$ cat src/rtl/cpu_sequencer.sv
// cpu_sequencer: multi-cycle FETCH/DECODE/EXECUTE/WRITEBACK control sequencer for the tiny CPU.
// One clock domain; a free-running prescaler produces an enable tick that paces every state
// transition and strobe. Provides run / halt / single-step control and a retired-instruction
// counter.
//
// Ports:
//   CLK          system clock, rising edge
//   RST_N        synchronous active-low reset
//   run          level: 1 = free-run, 0 = stop at next instruction boundary
//   step         one-CLK pulse: execute exactly one instruction while halted
//   rom_data     instruction at rom_addr ([7:4] opcode, [3:0] register select)
//   rom_addr     ROM address (always equal to pc)
//   pc           program counter
//   opcode       ir[7:4]
//   rf_sel       ir[3:0]
//   rf_rd_en     register read strobe (DECODE tick)
//   alu_en       ALU strobe (EXECUTE tick)
//   rf_wr_en     register write strobe (WRITEBACK tick)
//   halted       1 while in HALT
//   state        HALT=0, FETCH=1, DECODE=2, EXECUTE=3, WRITEBACK=4
//   instr_count  retired-instruction counter (wraps)
`timescale 1ns / 1ps

module cpu_sequencer #(
  parameter int unsigned PC_W     = 4,
  parameter int unsigned PRESCALE = 1048576,
  parameter int unsigned CNT_W    = 16
) (
  input  logic             CLK,
  input  logic             RST_N,
  input  logic             run,
  input  logic             step,
  input  logic [7:0]       rom_data,
  output logic [PC_W-1:0]  rom_addr,
  output logic [PC_W-1:0]  pc,
  output logic [3:0]       opcode,
  output logic [3:0]       rf_sel,
  output logic             rf_rd_en,
  output logic             alu_en,
  output logic             rf_wr_en,
  output logic             halted,
  output logic [2:0]       state,
  output logic [CNT_W-1:0] instr_count
);

  typedef enum logic [2:0] {
    StHalt      = 3'd0,
    StFetch     = 3'd1,
    StDecode    = 3'd2,
    StExecute   = 3'd3,
    StWriteback = 3'd4
  } state_e;

  // 24 bits covers the largest legal PRESCALE (2^24 -> terminal count 2^24-1).
  localparam int unsigned PsW    = 24;
  localparam logic [PsW-1:0] PsLast = PsW'(PRESCALE - 1);

  state_e           r_state;
  logic [PsW-1:0]   r_ps;
  logic [PC_W-1:0]  r_pc;
  logic [7:0]       r_ir;
  logic [CNT_W-1:0] r_cnt;
  logic             r_stop;
  logic             r_step_pend;
  logic             r_one_shot;

  logic       w_tick;
  logic       w_step_req;
  logic [3:0] w_op;
  logic       w_is_alu;
  logic       w_is_hlt;
  logic       w_bstop;

  assign w_tick     = (r_ps == PsLast);
  // A step arriving on the very tick it is consumed goes straight through.
  assign w_step_req = step | r_step_pend;
  assign w_op       = r_ir[7:4];
  assign w_is_alu   = (w_op >= 4'd1) && (w_op <= 4'd8);
  assign w_is_hlt   = (w_op == 4'hF);
  assign w_bstop    = !run || r_one_shot;

  always_ff @(posedge CLK) begin
    if (!RST_N) begin
      r_state     <= StHalt;
      r_ps        <= '0;
      r_pc        <= '0;
      r_ir        <= '0;
      r_cnt       <= '0;
      r_stop      <= 1'b0;
      r_step_pend <= 1'b0;
      r_one_shot  <= 1'b0;
    end else begin
      r_ps <= w_tick ? '0 : r_ps + 1'b1;
      if (step) r_step_pend <= 1'b1;
      if (!run) r_stop <= 1'b0;
      if (w_tick) begin
        unique case (r_state)
          StHalt: begin
            if ((run && !r_stop) || w_step_req) begin
              r_state <= StFetch;
              if (w_step_req) begin
                r_step_pend <= 1'b0;
                r_one_shot  <= 1'b1;
              end
            end
          end
          StFetch: begin
            r_ir    <= rom_data;
            r_state <= StDecode;
          end
          StDecode: begin
            if (w_is_alu) begin
              r_state <= StExecute;
            end else begin
              // NOP, reserved and HLT all retire here without EXECUTE/WRITEBACK.
              r_pc       <= r_pc + 1'b1;
              r_cnt      <= r_cnt + 1'b1;
              r_one_shot <= 1'b0;
              if (w_is_hlt) begin
                r_stop  <= 1'b1;
                r_state <= StHalt;
              end else begin
                r_state <= w_bstop ? StHalt : StFetch;
              end
            end
          end
          StExecute: begin
            r_state <= StWriteback;
          end
          StWriteback: begin
            r_pc       <= r_pc + 1'b1;
            r_cnt      <= r_cnt + 1'b1;
            r_one_shot <= 1'b0;
            r_state    <= w_bstop ? StHalt : StFetch;
          end
          default: begin
            r_state <= StHalt;
          end
        endcase
      end
    end
  end

  // Strobes must coincide with the tick cycle of their state, so they are decoded from the
  // registered state rather than registered themselves; RST_N gating suppresses a strobe in a
  // cycle that is being reset.
  assign rf_rd_en = RST_N && w_tick && (r_state == StDecode);
  assign alu_en   = RST_N && w_tick && (r_state == StExecute);
  assign rf_wr_en = RST_N && w_tick && (r_state == StWriteback);

  assign rom_addr    = r_pc;
  assign pc          = r_pc;
  assign opcode      = r_ir[7:4];
  assign rf_sel      = r_ir[3:0];
  assign halted      = (r_state == StHalt);
  assign state       = r_state;
  assign instr_count = r_cnt;

endmodule

$ cat config.mk
export PLATFORM = sky130hd
export DESIGN_NAME = cpu_sequencer
export DESIGN_NICKNAME = d
export VERILOG_FILES = /design/src/rtl/cpu_sequencer.sv
export SDC_FILE = /design/constraint.sdc
export NUM_CORES = 1
export LEC_CHECK = 0
export ABC_AREA = 1
export BUFFER_PORTS_ARGS = -buffer_cell sky130_fd_sc_hd__buf_2
export CORE_MARGIN = 2
export CORE_UTILIZATION = 38
export CTS_CLUSTER_DIAMETER = 120
export DETAILED_ROUTE_END_ITERATION = 6
export PLACE_DENSITY = 0.69
export SYNTH_ARGS = -nofsm -noshare
export SYNTH_HDL_FRONTEND = slang
export SYNTH_SLANG_ARGS = --single-unit
$ cat constraint.sdc
create_clock -name CLK -period 3.22 [get_ports CLK]
set_clock_uncertainty 0.1 [all_clocks]
set_input_delay 0.644 -clock CLK [delete_from_list [all_inputs] [get_ports CLK]]
set_output_delay 0.644 -clock CLK [all_outputs]
set_load 0.02 [all_outputs]
Word level (Yosys, flattened, before mapping)
Cells that the tools add are included.

Bits in registers: 58. Bits of input ports: 12. Output and inout bits: 39. Word-level logic and storage cells: 65.

Add/sub/neg operators: 3. Magnitude comparators: 2. Equal/unequal tests: 9. Mux-type cells: 23. Bitwise gates (word level): 2. Reduce and logical (&&, ||, !) cells: 18.

Operators with widths (number): 16-bit one-hot mux with 2 select lines (1); 24-bit by 1-bit adder with 24-bit output (second input constant) (1); 24-bit by 20-bit equality test with 1-bit output (second input constant) (1); 16-bit by 1-bit adder with 16-bit output (second input constant) (1); 16-bit 2-to-1 mux (1); 1-bit 2-to-1 mux (15); 3-bit one-hot mux with 5 select lines (1); 4-bit one-hot mux with 2 select lines (1); 3-bit by 2-bit equality test with 1-bit output (second input constant) (2); 1-bit logical AND (6); 5-bit AND reduction (1); 4-bit by 1-bit adder with 4-bit output (second input constant) (1); 4-bit equality test (second input constant) (1); 4-bit by 1-bit >= comparator with 1-bit output (second input constant) (1); 4-bit less-or-equal comparator (second input constant) (1); 4-bit 2-to-1 mux (1); 2-bit by 1-bit != test with 1-bit output (second input constant) (2); 2-bit AND reduction (2); 3-bit by 1-bit equality test with 1-bit output (second input constant) (1); 3-bit equality test (second input constant) (1); 3-bit logical NOT (1); 3-bit 2-to-1 mux (1); 1-bit one-hot mux with 3 select lines (1); 3-bit AND reduction (1); 9 further kinds (11).

Logic depth before layout (Yosys ltp)
Gate-level depths: netlist of run 1.

Depth in word-level cells: 6. Mapped depth: 11. Gate-level depth less buffers: 10.

Worst setup path after synthesis of run 1
No wires, ideal clock.

Kind: register to output. Start point: register r_ps[0]. End point: output port alu_en. Arrival: 1.471 ns. Setup slack: 1.005 ns. Stages on the path, launching flop included: 8. Cells stage by stage: dfxtp_1 ha_1 nand2_1 nor2_4 nand4_1 nor2_1 nand2_1 nor2_1.

Longest elaborated chain between the ends: 3.

Ends and longest elaborated chain: from (decl) (RTL line 59) `logic [PsW-1:0] r_ps;`; from (signal assigned) (RTL line 93) `r_ps <= w_tick ? '0 : r_ps + 1'b1;`; 24-bit by 20-bit equality test with 1-bit output (RTL line 74) `assign w_tick = (r_ps == PsLast);`; 1-bit logical AND (2 in series) (RTL line 148) `assign alu_en = RST_N && w_tick && (r_state == StExecute);`; to (decl) (RTL line 39) `output logic alu_en,`.

No other way between the ends.

Worst setup path in the final report of run 1
Start point: register r_ps[0]. End point: output port rf_rd_en.

Longest elaborated chain between the ends: 3.

Ends and longest elaborated chain: 24-bit by 20-bit equality test with 1-bit output (RTL line 74); 1-bit logical AND (2 in series) (RTL line 147) `assign rf_rd_en = RST_N && w_tick && (r_state == StDecode);`; to (decl) (RTL line 38) `output logic rf_rd_en,`.

No other way between the ends.

==> impl_metrics.json, run 1 <==
{
  "fin_setup_tns_ps": 0,
  "crit_path_end_kind": "output pin",
  "pwr-share-comb_pct": 2.1,
  "die-area_um2": 8784,
  "finalPower_mw": 1.372,
  "postRouteWirelength_mm": 6.993,
  "synth.distinct_cells": 27,
  "hold_end": "r_ir[1]$_SDFFE_PN0P_",
  "first_pass_iters": 5,
  "syn_area_um2": 3059,
  "synthSimpleGateAreaFrac_pct": 37.75,
  "fin_nets": 522,
  "final_common_cell": "nand2_1",
  "drcViolationCount": 0,
  "viasPerCell": 4.870,
  "status": "finished, final reports clean",
  "finalSetupViolations": 0,
  "p_leak_nw": 1.388,
  "io_buffers": 50,
  "ant_nets": 0,
  "clk-insertion-delay-late_ps": 330,
  "p_seq_share_pct": 52.8,
  "period_needed_ps": 2715,
  "dominantRegCellSynth": "dfxtp_1",
  "intPower_mw": 1.071,
  "rrSetupSlack_ps": 840,
  "hold_viol": 0,
  "yosysSeqAreaShare_pct": 37.96,
  "worst_slew_pin_slew_ps": 973.4,
  "cts_buffer_depth": 2,
  "h-tree-depth": 3,
  "ioPinCount": 51,
  "min_path_cells": 2,
  "drt_iter0_drc": 146,
  "criticalPathCategory": "flip-flop to output pin",
  "synth_compound_area_share_pct": 8.712,
  "postSynth.asyncResetShare_pct": 0,
  "synthAdderAreaFrac_pct": 1.227,
  "cts_tree": "yes",
  "start_util_pct": 39.38,
  "relSlewSlack_pct": 35.03,
  "p_switching_uw": 301.2,
  "grt_pass1_vias": 2794,
  "worstRegToRegCells": 10,
  "antenna_found_initial": 0,
  "fp.coreArea_um2": 7767,
  "grt_max_degree": 32,
  "gr-total-overflow": 0,
  "hp-class": "flip-flop to flip-flop",
  "timing.final.crit_share_pct": 84.33,
  "fmax_ghz": 0.3683,
  "routedWlPerCell_um": 11.39,
  "cp-start-kind": "flip-flop",
  "cts_buffers": 9,
  "r2r_start": "r_ps[0]$_SDFF_PP0_",
  "p_clk_share_pct": 45.1,
  "track_usage_pct": 17.20,
  "ir_drop_mv": 0.2253,
  "grt_pass1_wl_mm": 12.30,
  "place_congestion": 0.8771,
  "dpl_cell_area_um2": 3359,
  "dp_hpwl_mm": 5.058,
  "critPathRequiredTime_ps": 2480,
  "die_h_um": 93.73,
  "synthToLayoutAreaGrowth_pct": 15.79,
  "clk_pin_slew_ps": 60,
  "synth_edf_count": 0,
  "cts_sinks": 58,
  "ys_warn_count": 0,
  "switching_share_pct": 21.95,
  "timing.rr.end": "instr_count[2]$_SDFFE_PN0P_",
  "drv_slew": 0,
  "synth.avg_cell_area_um2": 6.665,
  "antenna_cells": 0,
  "fin_area_um2": 3542,
  "vias": 2990,
  "yosys.area_share.xor_xnor_pct": 6.012,
  "cts.repair.resized": 0,
  "utilization_pct": 45.60,
  "synth_top_family_by_area": "simple AND/OR/NAND/NOR gates",
  "p_per_area_nw_per_um2": 387.4,
  "synth_mux_area_share_pct": 0,
  "max-cap-violations": 0,
  "drive_gt1_share_pct": 16.02,
  "synthCells": 459,
  "cts-root-buf": "clkbuf_8",
  "synth_seq_cells": 58,
  "holdCritStartpoint": "r_ir[1]$_SDFFE_PN0P_",
  "cts_hold_buf": 0,
  "cp.arrival_ps": 1970,
  "rows": 32,
  "cts_setup_buffers": 0,
  "die_w_um": 93.73,
  "synth_nets": 474,
  "final_cell_mix": "130 x nand2_1, 68 x nor2_1, 58 x dfxtp_1",
  "worstPathMaxFanout": 6,
  "rsz0062_at_grt": "no"
}
cell type report:
type / count / area, um2
Timing Repair Buffer: 50 / 250.2
Clock inverter: 2 / 10.01
Tap cell: 102 / 127.6
Inverter: 46 / 177.7
Clock buffer: 14 / 172.7
Fill cell: 834 / 4225
Multi-Input combinational cell: 342 / 1643
Sequential cell: 58 / 1161
registers in the layout, summed over array words and instances, names as in the netlist:
name         count
pc               4
state            3
instr_count     16
r_ir             8
r_ps            24
r_one_shot       1
r_step_pend      1
r_stop           1
cell families after synthesis:
group | after synthesis
adders and majority gates | 3
buffers and inverters | 59
DFF | 58
and+or+nand+nor | 267
xor gates and xnor gates | 21
AOI/OAI and AO/OA | 51
cell usage after synthesis (4+ instances only):
cell type    n  area (um2)
a21oi_1     41       205.2
buf_2        5       25.02
buf_4        4       30.03
dfxtp_1     58        1161
inv_1       42       157.7
nand2_1    130       488.0
nand3_1     34       170.2
nand4_1     13       81.33
nor2_1      68       255.2
nor3_1       7       35.03
o21ai_0      9       45.04
xnor2_1     12       105.1
xor2_1       9       78.83
layer usage:
metal	wire length [um]	GRT usage [%]
met5	0	0
met4	72	7.729
met3	341	2.809
met2	3145	28.21
met1	3434	22.17
worst max-delay path, cell delays in order, from the launching register on:
cell and delay [ps]:
dfxtp_1 420, ha_1 200, nand2_1 90, nor2_4 160, nand4_1 200, nor2_1 180, nand2_1 120, nor2_1 100
buf_2 160
power groups by stage:
stage | combinational (mW) | clock (mW) | sequential [mW]
after global placement | 0.0282 | 0 | 0.741
after detailed placement | 0.0288 | 0 | 0.741
after CTS | 0.0289 | 0.631 | 0.725
after floorplan | 0.0176 | 0 | 0.740
after global routing | 0.0326 | 0.662 | 0.725
final | 0.0282 | 0.619 | 0.725
through the flow:
step / hold WS, ps / instances / worst slack (ps)
floorplan: 352.2 / 459 / 1005
global placement: 346.2 / 598 / 921.4
detailed placement: 357.2 / 598 / 870.6
CTS: 370.1 / 614 / 494.0
global route: 399.1 / 614 / 311.6
finish: 368.5 / 614 / 504.6
worst max path at each step:
stage / end / slack (ps) / from
2_1_floorplan: alu_en / 1010 / r_ps[0]$_SDFF_PP0_
3_3_place_gp: rf_wr_en / 920 / r_ps[0]$_SDFF_PP0_
3_5_place_dp: instr_count[5]$_SDFFE_PN0P_ / 870 / r_ps[0]$_SDFF_PP0_
4_1_cts: rf_wr_en / 490 / r_ps[0]$_SDFF_PP0_
5_1_grt: alu_en / 310 / r_ps[0]$_SDFF_PP0_
6_report: rf_rd_en / 500 / r_ps[0]$_SDFF_PP0_
No activity file was read; power rests on OpenSTA's default activity.
==> run 2, diff against run 1 <==
==> constraint.sdc (replaced) <==
create_clock -name CLK -period 2.5 [get_ports CLK]
set_clock_uncertainty 0.1 [all_clocks]
set_input_delay 0.5 -clock CLK [delete_from_list [all_inputs] [get_ports CLK]]
set_output_delay 0.5 -clock CLK [all_outputs]
set_load 0.02 [all_outputs]
==> run 2 against run 1 <==
Net effect:
- combinational power up 49%
- total power up 26%
- global-route usage down 0.52 points
- register-to-register slack worse by 220 ps
- routed wire length up 0.41%
- first-iteration DRC count up 14%
- hold slack worse by 56 ps
- clock power up 23%
- non-clock buffer count up 4
- final area up 1.6%
- die area unchanged
- largest cell class unchanged
==> impl_metrics.json, run 2 (synthesized netlist as in run 1, its figures left out) <==
{
  "drt_iter0_drc": 166,
  "num-fill-cells": 804,
  "period_needed_ps": 2387,
  "cts_hold_buf": 0,
  "place_congestion": 0.8344,
  "grt_pass1_wl_mm": 11.77,
  "die-area_um2": 8784,
  "drcViolationCount": 0,
  "relSlewSlack_pct": 68.73,
  "dp_hpwl_mm": 5.013,
  "timing.rr.end": "instr_count[1]$_SDFFE_PN0P_",
  "fmax_ghz": 0.4190,
  "min_path_cells": 3,
  "antenna_found_initial": 0,
  "fin_nets": 526,
  "crit_path_end_kind": "output pin",
  "drive_gt1_share_pct": 18.06,
  "rows": 32,
  "ant_nets": 0,
  "holdCritStartpoint": "run",
  "cp-start-kind": "flip-flop",
  "die_h_um": 93.73,
  "cp.arrival_ps": 1790,
  "r2r_start": "r_ps[0]$_SDFF_PP0_",
  "worst_slew_pin_slew_ps": 467.3,
  "multi_input_comb_area_um2": 1670,
  "timing.final.crit_share_pct": 95.47,
  "critPathRequiredTime_ps": 1900,
  "cts-root-buf": "clkbuf_8",
  "ioPinCount": 51,
  "track_usage_pct": 16.68,
  "p_per_area_nw_per_um2": 482.1,
  "largest_reg_flops": 24,
  "status": "finished, final reports clean",
  "hold_end": "r_stop$_SDFF_PN0_",
  "final_common_cell": "nand2_1",
  "clk_pin_slew_ps": 60,
  "start_util_pct": 39.38,
  "cts_sinks": 58,
  "routedWlPerCell_um": 11.38,
  "regMostFlops": "r_ps",
  "fp.coreArea_um2": 7767,
  "hp-class": "input port to flip-flop",
  "max-cap-violations": 0,
  "grt_max_degree": 32,
  "dp_cells": 600,
  "ir_drop_mv": 0.3049,
  "synthToLayoutAreaGrowth_pct": 17.67,
  "cts_tree": "yes",
  "cts_buffers": 9,
  "rrSetupSlack_ps": 620,
  "hold_viol": 0,
  "worstPathMaxFanout": 4,
  "utilization_pct": 46.34,
  "viasPerCell": 4.846,
  "first_pass_iters": 5,
  "h-tree-depth": 3,
  "die_w_um": 93.73,
  "ff_latch_area_um2": 1166,
  "postRouteWirelength_mm": 7.022,
  "cts_buffer_depth": 2,
  "instances_no_fill": 617,
  "final_cell_mix": "128 x nand2_1, 66 x nor2_1, 56 x dfxtp_1",
  "gr-total-overflow": 0,
  "criticalPathCategory": "flip-flop to output pin",
  "clk-insertion-delay-late_ps": 330,
  "io_buffers": 50,
  "worstRegToRegCells": 11,
  "vias": 2990,
  "antenna_cells": 0,
  "p_leak_nw": 1.418,
  "drv_slew": 0,
  "grt_pass1_vias": 2654,
  "finalSetupViolations": 0
}
[run 2: cell count changes in the layout (fill, tap and decap cells not counted), sizes merged]
cell    change
buf         +4
clkinv      +1
clkbuf      -2
[run 2: how the worst max path moves through the flow]
stage	startpoint	to	slack (ps)	cells past startpoint
after global placement	r_ps[0]$_SDFF_PP0_	rf_rd_en	350	8
after CTS	r_ps[0]$_SDFF_PP0_	rf_wr_en	9	8
after global routing	r_ps[0]$_SDFF_PP0_	rf_wr_en	-3	8
final	r_ps[0]$_SDFF_PP0_	rf_wr_en	110	8
after floorplan	r_ps[0]$_SDFF_PP0_	alu_en	430	7
after detailed placement	r_ps[0]$_SDFF_PP0_	rf_wr_en	280	8
[run 2: area by class of cell]
class / count / share of cell area (%)
flip-flops and latches: 58 / 32.39
clock buffers: 12 / 4.310
repair buffers: 54 / 7.994
well taps: 102 / 3.545
clock inverters: 3 / 0.4171
inverters: 46 / 4.936
multi-input cells: 342 / 46.40
[run 2: routing by layer]
| layer | global-route usage, % | vias up | part of all wire, % |
|---|---|---|---|
| met5 | 0 | - | 0 |
| met4 | 7.005 | 0 | 1.6 |
| met3 | 3.210 | 10 | 5.9 |
| met2 | 26.19 | 83 | 45 |
| met1 | 22.37 | 1332 | 47 |
| li1 | - | 1565 | - |
[run 2: timing repair]
action | CTS | global route
setup endpoints to repair | 3 | 3
pin swaps | 1 | 3
gates resized for setup | 1 | 12
cloned | 0 | 0
setup buffers | 0 | 2
[run 2: worst max-delay path, stage by stage (launching register included)]
cell     delay (ps)
dfxtp_4         370
ha_4            150
nand2_4          50
nor2_4          160
nand4_1         200
nor2_2          190
nand2_2          90
nor2_1          100
buf_4           150
[run 2: report_power, final]
group	internal, mW	switching (mW)
clock	0.403	0.355
combinational	0.0157	0.0263
sequential	0.929	0.00556
total	1.35	0.387
[run 2: metrics by stage]
stage	hold slack, ps	power, mW	worst slack [ps]	TNS [ps]	area, um2
3_3_place_gp	346.2	0.9913	353.5	0	3374
2_1_floorplan	352.2	0.9759	429.4	0	3059
4_1_cts	303.8	1.749	8.888	0	3546
3_5_place_dp	354.0	0.9919	283.3	0	3374
5_1_grt	320.6	1.804	-2.801	-2.801	3600
6_report	312.0	1.736	113.2	0	3600
==> run 3, diff against run 2 <==
--- a/config.mk
+++ b/config.mk
@@ -11,7 +11,7 @@
 export CORE_UTILIZATION = 38
 export CTS_CLUSTER_DIAMETER = 120
 export DETAILED_ROUTE_END_ITERATION = 6
-export PLACE_DENSITY = 0.69
+export PLACE_DENSITY = 0.71
 export SYNTH_ARGS = -nofsm -noshare
 export SYNTH_HDL_FRONTEND = slang
 export SYNTH_SLANG_ARGS = --single-unit
==> constraint.sdc (replaced) <==
create_clock -name CLK -period 2.09 [get_ports CLK]
set_clock_uncertainty 0.1 [all_clocks]
set_input_delay 0.418 -clock CLK [delete_from_list [all_inputs] [get_ports CLK]]
set_output_delay 0.418 -clock CLK [all_outputs]
set_load 0.02 [all_outputs]
==> run 3 against run 2 <==
Net effect:
- the run now ends with setup timing left
- final area up 4.7%
- critical endpoint is now alu_en
- worst setup slack worse by 140 ps
- critical path depth up 1
- flip-flop and latch count unchanged
- hold slack worse by 79 ps
- final cell count up 2.3%
- largest cell class unchanged
- die area unchanged
- sequential power up 20%
- largest power group unchanged
- critical path type unchanged
- first-iteration DRC count down 46%
==> impl_metrics.json, run 3 (synthesized netlist as in run 1, its figures left out) <==
{
  "status": "complete, but fails checks",
  "failed_checks": "setup timing",
  "place_congestion": 0.8057,
  "timing.final.crit_share_pct": 101.3,
  "antenna_found_initial": 0,
  "cts_buffers": 9,
  "clk-insertion-delay-late_ps": 330,
  "preCtsSetupSlack_ps": 109.6,
  "dp_hpwl_mm": 5.115,
  "worst_slew_pin_slew_ps": 347.1,
  "fin_area_um2": 3767,
  "gr-total-overflow": 0,
  "die-area_um2": 8784,
  "period_needed_ps": 2118,
  "final_cell_mix": "128 x nand2_1, 62 x nor2_1, 47 x buf_2",
  "first_pass_iters": 5,
  "clk_pin_slew_ps": 70,
  "p_leak_nw": 1.498,
  "p_per_area_nw_per_um2": 590.8,
  "cts-root-buf": "clkbuf_8",
  "hold_viol": 0,
  "postRouteWirelength_mm": 7.156,
  "ioPinCount": 51,
  "worstRegToRegCells": 12,
  "die_h_um": 93.73,
  "cts_sinks": 58,
  "finalSetupViolations": 3,
  "fp.coreArea_um2": 7767,
  "critical_path.startpoint": "r_ps[16]$_SDFF_PP0_",
  "dpl_cell_area_um2": 3420,
  "die_w_um": 93.73,
  "drv_slew": 0,
  "cp.arrival_ps": 1600,
  "grt_max_degree": 32,
  "start_util_pct": 39.38,
  "antenna_cells": 0,
  "worstPathMaxFanout": 5,
  "ir_drop_mv": 0.3920,
  "dp_cells": 606,
  "timing.final.ws_setup_ps": -27.90,
  "grt_pass1_vias": 2830,
  "rows": 32,
  "synthToLayoutAreaGrowth_pct": 23.15,
  "critPathRequiredTime_ps": 1570,
  "rrSetupSlack_ps": 160,
  "cts_hold_buf": 0,
  "max-cap-violations": 0,
  "fin_setup_tns_ps": -55.09,
  "h-tree-depth": 3,
  "cp-start-kind": "flip-flop",
  "endpoint": "alu_en",
  "io_buffers": 50,
  "viasPerCell": 4.889,
  "final_common_cell": "nand2_1",
  "vias": 3085,
  "fin_nets": 539,
  "r2r_start": "r_ps[0]$_SDFF_PP0_",
  "largest_reg_flops": 24,
  "fmax_ghz": 0.4722,
  "cts_buffer_depth": 2,
  "instances_no_fill": 631,
  "crit_path_end_kind": "output pin",
  "drive_gt1_share_pct": 23.06,
  "routedWlPerCell_um": 11.34,
  "drcViolationCount": 0,
  "track_usage_pct": 17.05,
  "relSlewSlack_pct": 76.86,
  "drt_iter0_drc": 89,
  "criticalPathCategory": "flip-flop to output pin",
  "grt_pass1_wl_mm": 12.18,
  "regMostFlops": "r_ps",
  "cts_tree": "yes",
  "hp-class": "input port to flip-flop",
  "timing.rr.end": "instr_count[4]$_SDFFE_PN0P_",
  "ant_nets": 0,
  "rsz0062_at_grt": "yes"
}
## run 3: cell count changes in the layout (fill, tap and decap cells not counted), moves of 2 or more
cell	before	now
buf_4	7	19
clkbuf_1	1	3
clkinv_2	3	1
dfxtp_1	56	45
dfxtp_2	1	11
inv_1	42	40
nor2_1	66	62
nor2_2	5	7
nor2_4	3	5
## run 3: repair_timing
item / CTS / global route
setup buffers: 4 / 5
endpoints found under the setup margin: 3 / 7
pin swaps: 5 / 11
endpoints found under the hold margin: 0 / 0
resized for setup: 12 / 23
## run 3: through the flow
stage,power (mW),utilization [%],hold WS (ps)
global placement,1.190,44.02,345.7
CTS,2.248,47.42,220.0
global route,2.299,48.50,226.6
detailed placement,1.193,44.02,351.3
finish,2.226,48.50,233.0
floorplan,1.167,-,352.2
## run 3: how the worst min path moves through the flow
stage | start | to | slack (ps) | depth (start not counted)
finish | rom_data[5] | r_ir[5]$_SDFFE_PN0P_ | 230 | 3
floorplan | r_ps[0]$_SDFF_PP0_ | r_ps[0]$_SDFF_PP0_ | 350 | 1
global placement | r_ir[3]$_SDFFE_PN0P_ | r_ir[3]$_SDFFE_PN0P_ | 350 | 2
detailed placement | r_ir[1]$_SDFFE_PN0P_ | r_ir[1]$_SDFFE_PN0P_ | 350 | 2
CTS | rom_data[5] | r_ir[5]$_SDFFE_PN0P_ | 220 | 3
global route | rom_data[3] | r_ir[3]$_SDFFE_PN0P_ | 230 | 3
## run 3: layout make-up
cell class / count / area, um2
multi-input combinational: 342 / 1690
clock buffer: 14 / 162.7
timing repair buffer: 67 / 389.1
inverter: 46 / 180.2
clock inverter: 2 / 35.03
fill: 833 / 4000
tap: 102 / 127.6
sequential: 58 / 1182
## run 3: where the power goes
part,switching [mW],total [mW],internal [mW]
registers,0.00601,1.12,1.11
clock network,0.432,1.05,0.616
logic,0.0357,0.0621,0.0264
## run 3: layer usage
layer / wire length [um] / GRT usage [%] / up-vias
met5: 0 / 0 / -
met4: 47 / 5.435 / 0
met2: 3308 / 28.15 / 76
li1: - / - / 1595
met1: 3340 / 21.81 / 1409
met3: 459 / 4.334 / 5
## run 3: critical path, cell delays in order, from the launching register on
cell     delay (ps)
dfxtp_2         350
nand2_2         100
inv_2            80
nand2_1          60
nor2_2          130
inv_1            70
nor2_2          140
nand2_2          90
nor2_1          110
buf_4           140
